==> src/rtl/alu_arbiter.sv <==
// ---------------------------------------------------------------------------
// alu_arbiter
//   Round-robin arbiter/sequencer sharing one combinational 2-bit ALU
//   (00 SUM, 01 SUB, 10 AND, 11 OR; flags {Z,C,V,S}) between NUM_REQ
//   requesters. One operation is in flight at a time: IDLE -> EXEC -> RESP.
//
// Parameters
//   NUM_REQ     number of requesters (2..8), index 0 served first after reset
//
// Ports
//   clk         system clock, all state on rising edge
//   rst         synchronous active-high reset
//   req_valid   per-requester request
//   req_ready   one-hot combinational grant, only in IDLE
//   req_select  op codes, requester i at [2i+1:2i]
//   req_a/req_b operands, same packing
//   alu_select/alu_a/alu_b  registered operands driven to the ALU
//   alu_result/alu_flags    ALU outputs, captured at the end of EXEC
//   rsp_valid   one-hot, one-cycle response pulse to the owner
//   rsp_result/rsp_flags    captured result/flags, held after RESP
//   busy        high in EXEC and RESP
//   perf_ops/perf_stall     performance counters
//
// Configuration
//   ALU_ARB_PERF_EN  when defined, builds saturating perf_ops/perf_stall
//                    counters; otherwise both outputs are tied to zero.
// ---------------------------------------------------------------------------
module alu_arbiter #(
    parameter int NUM_REQ = 2
) (
    input  logic                   clk,
    input  logic                   rst,
    input  logic [NUM_REQ-1:0]     req_valid,
    output logic [NUM_REQ-1:0]     req_ready,
    input  logic [2*NUM_REQ-1:0]   req_select,
    input  logic [2*NUM_REQ-1:0]   req_a,
    input  logic [2*NUM_REQ-1:0]   req_b,
    output logic [1:0]             alu_select,
    output logic [1:0]             alu_a,
    output logic [1:0]             alu_b,
    input  logic [1:0]             alu_result,
    input  logic [3:0]             alu_flags,
    output logic [NUM_REQ-1:0]     rsp_valid,
    output logic [1:0]             rsp_result,
    output logic [3:0]             rsp_flags,
    output logic                   busy,
    output logic [15:0]            perf_ops,
    output logic [15:0]            perf_stall
);

    localparam int IW = (NUM_REQ > 1) ? $clog2(NUM_REQ) : 1;

    typedef enum logic [1:0] {
        ST_IDLE = 2'd0,
        ST_EXEC = 2'd1,
        ST_RESP = 2'd2
    } state_t;

    state_t               r_state;
    state_t               w_state_nxt;
    logic [IW-1:0]        r_last_grant;
    logic [IW-1:0]        r_owner;
    logic [IW-1:0]        w_win_idx;
    logic                 w_win_found;
    logic [NUM_REQ-1:0]   w_win_onehot;
    logic [NUM_REQ-1:0]   w_owner_onehot;
    logic                 w_xfer;
    logic [1:0]           r_alu_select;
    logic [1:0]           r_alu_a;
    logic [1:0]           r_alu_b;
    logic [NUM_REQ-1:0]   r_rsp_valid;
    logic [1:0]           r_rsp_result;
    logic [3:0]           r_rsp_flags;

    // Round-robin search: first valid requester starting at last_grant+1, with wrap.
    always_comb begin
        int w_idx_i;
        w_win_found = 1'b0;
        w_win_idx   = '0;
        w_idx_i     = 0;
        for (int k = 1; k <= NUM_REQ; k++) begin
            w_idx_i = (int'(r_last_grant) + k) % NUM_REQ;
            if (!w_win_found && req_valid[IW'(w_idx_i)]) begin
                w_win_found = 1'b1;
                w_win_idx   = IW'(w_idx_i);
            end else begin
                w_win_found = w_win_found;
            end
        end
    end

    // One-hot decode of the winner and of the current owner.
    always_comb begin
        w_win_onehot              = '0;
        w_win_onehot[w_win_idx]   = w_win_found;
        w_owner_onehot            = '0;
        w_owner_onehot[r_owner]   = 1'b1;
    end

    assign w_xfer = |(req_valid & req_ready);

    // Next-state logic.
    always_comb begin
        w_state_nxt = r_state;
        case (r_state)
            ST_IDLE: begin
                if (w_xfer) begin
                    w_state_nxt = ST_EXEC;
                end else begin
                    w_state_nxt = ST_IDLE;
                end
            end
            ST_EXEC: w_state_nxt = ST_RESP;
            ST_RESP: w_state_nxt = ST_IDLE;
            default: w_state_nxt = ST_IDLE;
        endcase
    end

    // FSM outputs: grants only while idle, busy while an op is in flight.
    always_comb begin
        req_ready = '0;
        busy      = 1'b0;
        case (r_state)
            ST_IDLE: begin
                req_ready = w_win_onehot;
                busy      = 1'b0;
            end
            ST_EXEC, ST_RESP: begin
                req_ready = '0;
                busy      = 1'b1;
            end
            default: begin
                req_ready = '0;
                busy      = 1'b0;
            end
        endcase
    end

    // State register, operand latch on transfer, response capture at end of EXEC.
    always_ff @(posedge clk) begin
        if (rst) begin
            r_state      <= ST_IDLE;
            r_last_grant <= IW'(NUM_REQ - 1);
            r_owner      <= '0;
            r_alu_select <= 2'b00;
            r_alu_a      <= 2'b00;
            r_alu_b      <= 2'b00;
            r_rsp_valid  <= '0;
            r_rsp_result <= 2'b00;
            r_rsp_flags  <= 4'b0000;
        end else begin
            r_state <= w_state_nxt;
            if (w_xfer) begin
                r_alu_select <= req_select[{w_win_idx, 1'b0} +: 2];
                r_alu_a      <= req_a[{w_win_idx, 1'b0} +: 2];
                r_alu_b      <= req_b[{w_win_idx, 1'b0} +: 2];
                r_owner      <= w_win_idx;
                r_last_grant <= w_win_idx;
            end
            if (r_state == ST_EXEC) begin
                r_rsp_result <= alu_result;
                r_rsp_flags  <= alu_flags;
                r_rsp_valid  <= w_owner_onehot;
            end else begin
                r_rsp_valid  <= '0;
            end
        end
    end

    assign alu_select = r_alu_select;
    assign alu_a      = r_alu_a;
    assign alu_b      = r_alu_b;
    assign rsp_valid  = r_rsp_valid;
    assign rsp_result = r_rsp_result;
    assign rsp_flags  = r_rsp_flags;

`ifdef ALU_ARB_PERF_EN
    logic [15:0] r_perf_ops;
    logic [15:0] r_perf_stall;

    // Saturating counters: completed ops and cycles with a pending but untransferred request.
    always_ff @(posedge clk) begin
        if (rst) begin
            r_perf_ops   <= 16'd0;
            r_perf_stall <= 16'd0;
        end else begin
            if ((r_state == ST_RESP) && (r_perf_ops != 16'hFFFF)) begin
                r_perf_ops <= r_perf_ops + 16'd1;
            end
            if ((|req_valid) && !w_xfer && (r_perf_stall != 16'hFFFF)) begin
                r_perf_stall <= r_perf_stall + 16'd1;
            end
        end
    end

    assign perf_ops   = r_perf_ops;
    assign perf_stall = r_perf_stall;
`else
    assign perf_ops   = 16'd0;
    assign perf_stall = 16'd0;
`endif

endmodule

==> config.mk <==
export PLATFORM = sky130hd
export DESIGN_NAME = alu_arbiter
export DESIGN_NICKNAME = d
export VERILOG_FILES = /design/src/rtl/alu_arbiter.sv
export SDC_FILE = /design/constraint.sdc
export NUM_CORES = 1
export LEC_CHECK = 0
export ABC_CLOCK_PERIOD_IN_PS = 2200
export CAP_MARGIN = 20
export CORE_MARGIN = 1
export CORE_UTILIZATION = 37
export CTS_CLUSTER_DIAMETER = 50
export DETAILED_ROUTE_END_ITERATION = 8
export HOLD_SLACK_MARGIN = 0.08
export PLACE_DENSITY = 0.84
export SYNTH_ARGS = -nofsm -noshare
export SYNTH_HDL_FRONTEND = slang
export SYNTH_SLANG_ARGS = --single-unit
==> constraint.sdc <==
create_clock -name clk -period 2.2 [get_ports clk]
set_input_delay 0.55 -clock clk [delete_from_list [all_inputs] [get_ports clk]]
set_output_delay 0.55 -clock clk [all_outputs]
set_load 0.02 [all_outputs]
Word-level counts from Yosys, hierarchy flattened:

Cells that the tools add are included.

* output and inout bits: 49
* register bits after elaboration: 18

* shift-type cells: 3
* mux-type cells: 16
* reduce and logical (&&, ||, !) cells: 8
* equal/unequal tests: 2
* $add $sub $neg: 2
* bitwise gates (word level): 3
* order comparisons: 6

Operators by type and width (number)
* 2-to-1 mux 1 bit: 12
* indexed part select 4 x 3 -> 2 bit: 3
* < comparator 1 x 3 -> 1 bit, second input constant: 2
* OR reduction 2 bit: 3
* bitwise AND 2 bit: 2
* < comparator 1 x 2 -> 1 bit, second input constant: 2
* case mux 2 bit (2 select lines): 1
* logical AND 1 bit: 3
* adder 1 bit, second input constant: 2
* demux 1 bit (select 1 bit): 2
* == test 2 x 1 -> 1 bit, second input constant: 1
* == test 2 bit, second input constant: 1
* >= comparator 1 bit, second input constant: 2
* logical NOT 2 bit: 1
* 2-to-1 mux 2 bit: 1
* logical NOT 1 bit: 1
* NOT 1 bit: 1

Longest topological paths before layout:

Gate-level depths: netlist (run 1).

* depth after elaboration: 18
* gate-level depth with buffers: 6
* mapped depth without buffers: 5

Worst setup path before layout (run 1):

No wires, ideal clock.

* kind: reg2out
* start point: register r_state[1]
* end point: output req_ready[1]
* buffers on the path: 0
* arrival time: 0.923 ns
* setup slack: 0.727 ns
* data required time: 1.650 ns
* stages on the path, launching flop included: 5
* path through: dfxtp_1 > inv_1 > ha_1 > nand2_1 > nor2_1

* cells in the longest elaborated chain, start to end: 2

Ends and longest elaborated chain
* from (decl): line 59 `state_t r_state;`
* from (signal assigned): line 152 `r_state <= w_state_nxt;`
* logical NOT 2 bit: line 123 `case (r_state)`
* 2-to-1 mux 2 bit: line 123
* to (decl): line 34 `output logic [NUM_REQ-1:0] req_ready,`

Every way passes these cells.

Final worst setup path (run 1):

* start point: input req_valid[0]
* end point: output req_ready[0]

* cells in the longest elaborated chain, start to end: 12
* elaborated cells on any way between the ends: 17
* those cells by class: order compare (2); mux (11); bitwise (1); reduce/logical (3)

Ends and longest elaborated chain
* from (decl): line 33 `input logic [NUM_REQ-1:0] req_valid,`
* 2-to-1 mux 1 bit (not written as such) (2 in a row): line 83 `if (!w_win_found && req_valid[IW'(w_idx_i)]) begin`
* 2-to-1 mux 1 bit: line 83
* logical NOT 1 bit: line 83
* logical AND 1 bit: line 83
* 2-to-1 mux 1 bit: line 83
* < comparator 1 x 2 -> 1 bit (not written as such) / >= comparator 1 bit (equally long branches): line 95 `w_win_onehot[w_win_idx] = w_win_found;`
* logical AND 1 bit (not written as such): line 95
* 2-to-1 mux 1 bit (not written as such): line 95
* demux 1 bit (select 1 bit): line 95
* bitwise AND 2 bit (no line) *
* 2-to-1 mux 2 bit *: line 123

Mark *: on every way between the ends. The rest lies on a longest branch, timed or not. The select of a mux whose other input is x is not followed.

==> impl_metrics.tcl, run 1 <==
set metrics [dict create \
    period_minus_slack_ns 2.10 \
    vias 743 \
    grt_pass1_wl_microns 2690 \
    finalMaxSlewViolations 0 \
    routedWlPerCell_microns 10.1 \
    stdcell_count 173 \
    syn_inst 103 \
    grt_pass1_vias 669 \
    initial_core_util 0.402 \
    drive_gt1_frac 0.126 \
    clkLatencyLatePin_ns 0.29 \
    p_leak_nw 0.615 \
    cp.arrival_ns 1.55 \
    cp-end-kind "primary output" \
    place_congestion 0.688 \
    cts-root-buf "clkbuf_4" \
    ys_types 22 \
    worstHoldPathCells 1 \
    syn_area_sq_um 1020 \
    synthToLayoutAreaGrowth_pct 31.3 \
    min_path_type "flop to flop" \
    ys_seq_elements 18 \
    dieArea_sq_um 2980 \
    final_common_cell "clkdlybuf4s50_1" \
    finalPower_mw 0.825 \
    ir_worst_vdd_mv 0.332 \
    numCtsBuffers 3 \
    finalCritPeriodShare 0.952 \
    reg2reg_depth 5 \
    max_freq_mhz 477 \
    antennaDiodeCount 0 \
    final-setup-viol-count 0 \
    yosysSeqAreaShare 0.353 \
    rsz0062_at_grt "no" \
    routed_wl_microns 1750 \
    outcome "finished, final reports clean" \
    grt_usage 0.127 \
    dieHeight_microns 54.6 \
    holdBufCountCts 0 \
    worstPathMaxFanout 3 \
    h-tree-depth 1 \
    portBuffers 38 \
    drtAntennaViolNets 0 \
    chipWidth_microns 54.6 \
    place_inst 169 \
    timing.hold.ws_ns 0.464 \
    drc 0 \
    fin_skew_ns 0.00410 \
    synth_area_per_cell_sq_um 9.92 \
    drtIter0Drc 6 \
    antenna_found_initial 0 \
    final_cell_area_sq_um 1340 \
    fin_ws_ns 0.105 \
    setup_tns_ns 0 \
    cts_tree "done" \
    ys_warn_count 0 \
    drv_cap 0 \
    worst_setup_path_start_kind "input pin" \
    dr.pass1.iters 4 \
    place_ws_ns -0.167 \
    final_util 0.528 \
    overflow 0 \
    pwr_density_cell_nw_per_um2 614 \
    vias_per_cell 4.29 \
    fin_nets 169 \
    hold_viol_final 0 \
    place_area_sq_um 1310 \
    synth.top_cell.area_share 0.353 \
    synth_area_leaders "dfxtp_1, buf_4, mux2i_1" \
    required_ns 1.65 \
    clk_pin_slew_ns 0.11 \
    crit_type "input pin to primary output" \
    dp_hpwl_microns 1400 \
    yosysTopAreaCell "dfxtp_1" \
    core_sq_um 2540 \
    mostFrequentLayoutCells "clkdlybuf4s50_1, conb_1, dfxtp_1" \
    cts.sinks 18 \
    fp-row-count 18 \
    ios 71 \
    grt_max_degree 14 \
    clock_path_buffers 2 \
]
-- cells by family after synthesis --
group           after synthesis  share of synthesized area
compound gates               10                      0.110
mux                          12                      0.118
flops                        18                      0.353
other cells                   1                    0.00367
simple gates                 20                     0.0979
buf+inv                      39                      0.282
fa+ha+maj                     3                     0.0367
-- critical path, stage by stage --
cell             delay, ns
clkdlybuf4s50_1       0.49
and3_1                0.17
dlygate4sd2_1         0.33
-- synth_stat cells --
library cell and instances:
buf_8 1, clkbuf_1 1, conb_1 1, nor2b_1 2, dfxtp_1 18, nor3_1 1
ha_1 3, a211oi_2 6, nor2_1 10, o211a_4 1, buf_4 32, mux2i_1 12
and3_1 1, and3b_1 1, o21bai_1 1, buf_6 1, buf_2 2, nand2_1 1
nor2_2 3, inv_1 2, nor3b_1 1, a31oi_1 2
-- flip-flops by register name (all words and copies together), names as in the netlist --
register / cells
rsp_flags: 4
alu_a: 2
alu_b: 2
alu_select: 2
r_state: 2
rsp_result: 2
rsp_valid: 2
r_last_grant: 1
r_owner: 1
-- area by class of cell --
type / count / area [sq um]
fillers: 231 / 1200
multi-input cells: 77 / 490
repair buffers: 42 / 410
flip-flops and latches: 18 / 360
well taps: 30 / 37.5
clock buffers: 4 / 36.3
inverters: 2 / 7.51
-- per-layer routing --
metal	GRT usage	share of wire
met1	0.130	0.40
met2	0.230	0.50
met3	0.0472	0.10
met4	0.0513	0
met5	0	0
-- power breakdown --
| part | total (mW) | switching [mW] | internal (mW) |
|---|---|---|---|
| registers | 0.363 | 0.0134 | 0.349 |
| clock network | 0.203 | 0.102 | 0.101 |
| logic | 0.259 | 0.145 | 0.114 |
| total | 0.825 | 0.260 | 0.564 |
-- path summary, 6_finish.rpt --
| check | to | startpoint | slack, ns |
|---|---|---|---|
| min | rsp_valid[0] | r_owner | 0.46 |
| max reg2reg | alu_b[1] | r_state[1] | 0.91 |
| max | req_ready[0] | req_valid[0] | 0.10 |
| min reg2reg | rsp_valid[0] | r_owner | 0.46 |
-- what timing repair did --
| item | CTS | global route |
|---|---|---|
| setup endpoints to repair | 2 | 1 |
| pin swaps | 0 | 0 |
| gates cloned | 0 | 0 |
| setup buffers | 0 | 0 |
| gates resized for setup | 2 | 1 |
Power figures use the tool's default switching activity.
==> run 2: changes to the inputs <==
CELL_PAD_IN_SITES_DETAIL_PLACEMENT = 0   (was not set)
CELL_PAD_IN_SITES_GLOBAL_PLACEMENT = 1   (was not set)
CORE_UTILIZATION = 26   (was 37)
PLACE_DENSITY = not set   (was 0.84)
PLACE_DENSITY_LB_ADDON = 0.1   (was not set)
==> impl_metrics.tcl, run 2 (same netlist as run 1, synthesis figures left out) <==
set metrics [dict create \
    antenna_found_initial 0 \
    rrSetupSlack_ns 0.90 \
    comb_power_share 0.308 \
    numCtsBuffers 3 \
    cts-root-buf "clkbuf_8" \
    ios 71 \
    core_sq_um 3720 \
    final_common_cell "clkdlybuf4s50_1" \
    sw_frac_of_total 0.307 \
    p_seq_frac 0.428 \
    cts.sinks 18 \
    hold_viol_final 0 \
    rsz0062_at_grt "no" \
    drc 0 \
    dp_hpwl_microns 1410 \
    clkLatencyLatePin_ns 0.25 \
    dieHeight_microns 64.7 \
    clk_pin_slew_ns 0.06 \
    routed_wl_microns 1850 \
    mostFrequentLayoutCells "clkdlybuf4s50_1, conb_1, dfxtp_1" \
    path_cells "clkdlybuf4s50_1 > and3_1 > dlygate4sd2_1" \
    pwr_density_cell_nw_per_um2 618 \
    max_slew_margin 0.605 \
    cp.arrival_ns 1.58 \
    vias_per_cell 3.75 \
    grt_usage 0.0860 \
    cpPeakStageDelay_ns 0.51 \
    routedWlPerCell_microns 9.72 \
    setup.worst_path.start "req_valid[0]" \
    multi_input_area_sq_um 490 \
    dieArea_sq_um 4190 \
    worstPathMaxFanout 3 \
    ir_worst_vdd_mv 0.425 \
    drv_cap 0 \
    drtIter0Drc 35 \
    synthToLayoutAreaGrowth_pct 33.8 \
    final.fill_count 381 \
    p_leak_nw 0.601 \
    final-setup-viol-count 0 \
    fin_nets 169 \
    holdBufCountCts 0 \
    portBuffers 38 \
    fin_skew_ns 0.00162 \
    clock_path_buffers 2 \
    place_congestion 0.623 \
    min_path_type "flop to flop" \
    critPathBufInv 2 \
    tightest_slew_ns 0.591 \
    initial_core_util 0.275 \
    vias 712 \
    reg2reg_depth 5 \
    cts_tree "done" \
    dr.pass1.iters 4 \
    period_minus_slack_ns 2.13 \
    outcome "finished, final reports clean" \
    h-tree-depth 1 \
    p_int_mw 0.586 \
    seq_area_sq_um 360 \
    largest_register_ffs 4 \
    drive_gt1_frac 0.120 \
    cp-end-kind "primary output" \
    worst_setup_path_start_kind "input pin" \
    crit_cells 3 \
    max_freq_mhz 470 \
    crit_family "buffers and inverters" \
    grt_pass1_wl_microns 2740 \
    slowest_stage "clkdlybuf4s50_1" \
    overflow 0 \
    setup_tns_ns 0 \
    required_ns 1.65 \
    p_sw_mw 0.259 \
    antennaDiodeCount 0 \
    chipWidth_microns 64.7 \
    finalCritPeriodShare 0.966 \
    drtAntennaViolNets 0 \
    fp-row-count 22 \
    crit_type "input pin to primary output" \
    grt_max_degree 16 \
    r2r-end "alu_select[1]" \
    grt_pass1_vias 599 \
    finalPower_mw 0.845 \
    p_clk_frac 0.264 \
    finalMaxSlewViolations 0 \
    timing.rr.start "r_state[1]" \
    crit_end "req_ready[0]" \
]
==> run 2: worst reg2reg max path: stages, from the launching register on <==
cell      delay [ns]
dfxtp_1         0.30
inv_1           0.09
ha_1            0.26
o211a_4         0.32
nor2_1          0.08
a211oi_2        0.18
==> run 2: area by class of cell <==
type / instances / area share
Multi-Input combinational cell: 77 / 0.359
Timing Repair Buffer: 42 / 0.298
Sequential cell: 18 / 0.263
Tap cell: 48 / 0.0439
Clock buffer: 3 / 0.0302
Inverter: 2 / 0.00549
==> run 2: through the flow <==
stage / worst slack [ns] / area (sq um) / instances / hold WS, ns / util
3_3_place_gp: -0.159 / 1330 / 187 / 0.439 / 0.358
4_1_cts: 0.0752 / 1370 / 190 / 0.455 / 0.368
6_report: 0.0741 / 1370 / 190 / 0.449 / 0.368
3_5_place_dp: -0.188 / 1330 / 187 / 0.446 / 0.358
2_1_floorplan: 0.727 / 1140 / 134 / 0.414 / -
5_1_grt: 0.0379 / 1370 / 190 / 0.488 / 0.368
==> run 2: per-layer routing <==
metal	vias to the layer above	share of wire	global-route usage
met5	-	0	0
met4	0	0	0.0333
met3	0	0.094	0.0423
met2	42	0.48	0.129
met1	318	0.42	0.104
li1	352	-	-
==> run 2: how the worst min path moves through the flow <==
| stage | start | endpoint | slack, ns | cells after the start |
|---|---|---|---|---|
| global route | r_owner | rsp_valid[0] | 0.49 | 1 |
| CTS | r_owner | rsp_valid[0] | 0.46 | 1 |
| finish | r_owner | rsp_valid[0] | 0.45 | 1 |
| floorplan | r_owner | rsp_valid[0] | 0.41 | 1 |
| global placement | r_owner | rsp_valid[0] | 0.44 | 1 |
| detailed placement | r_owner | rsp_valid[0] | 0.45 | 1 |
==> run 2: power groups by stage <==
stage	registers, mW	clock network (mW)	logic [mW]
2_1_floorplan	0.391	0	0.191
3_3_place_gp	0.369	0	0.263
3_5_place_dp	0.369	0	0.265
4_1_cts	0.362	0.239	0.264
5_1_grt	0.365	0.251	0.280
6_report	0.362	0.223	0.260
==> run 2: repair_timing <==
action                                  4_1_cts  5_1_grt
buffers inserted                              0        0
resized for setup                             2        0
endpoints found under the setup margin        2        0
==> run 3: changes to the inputs <==
ABC_AREA = 0   (was not set)
==> results of run 3 <==
The final DEF is identical to that of run 2; final timing and power are the same.
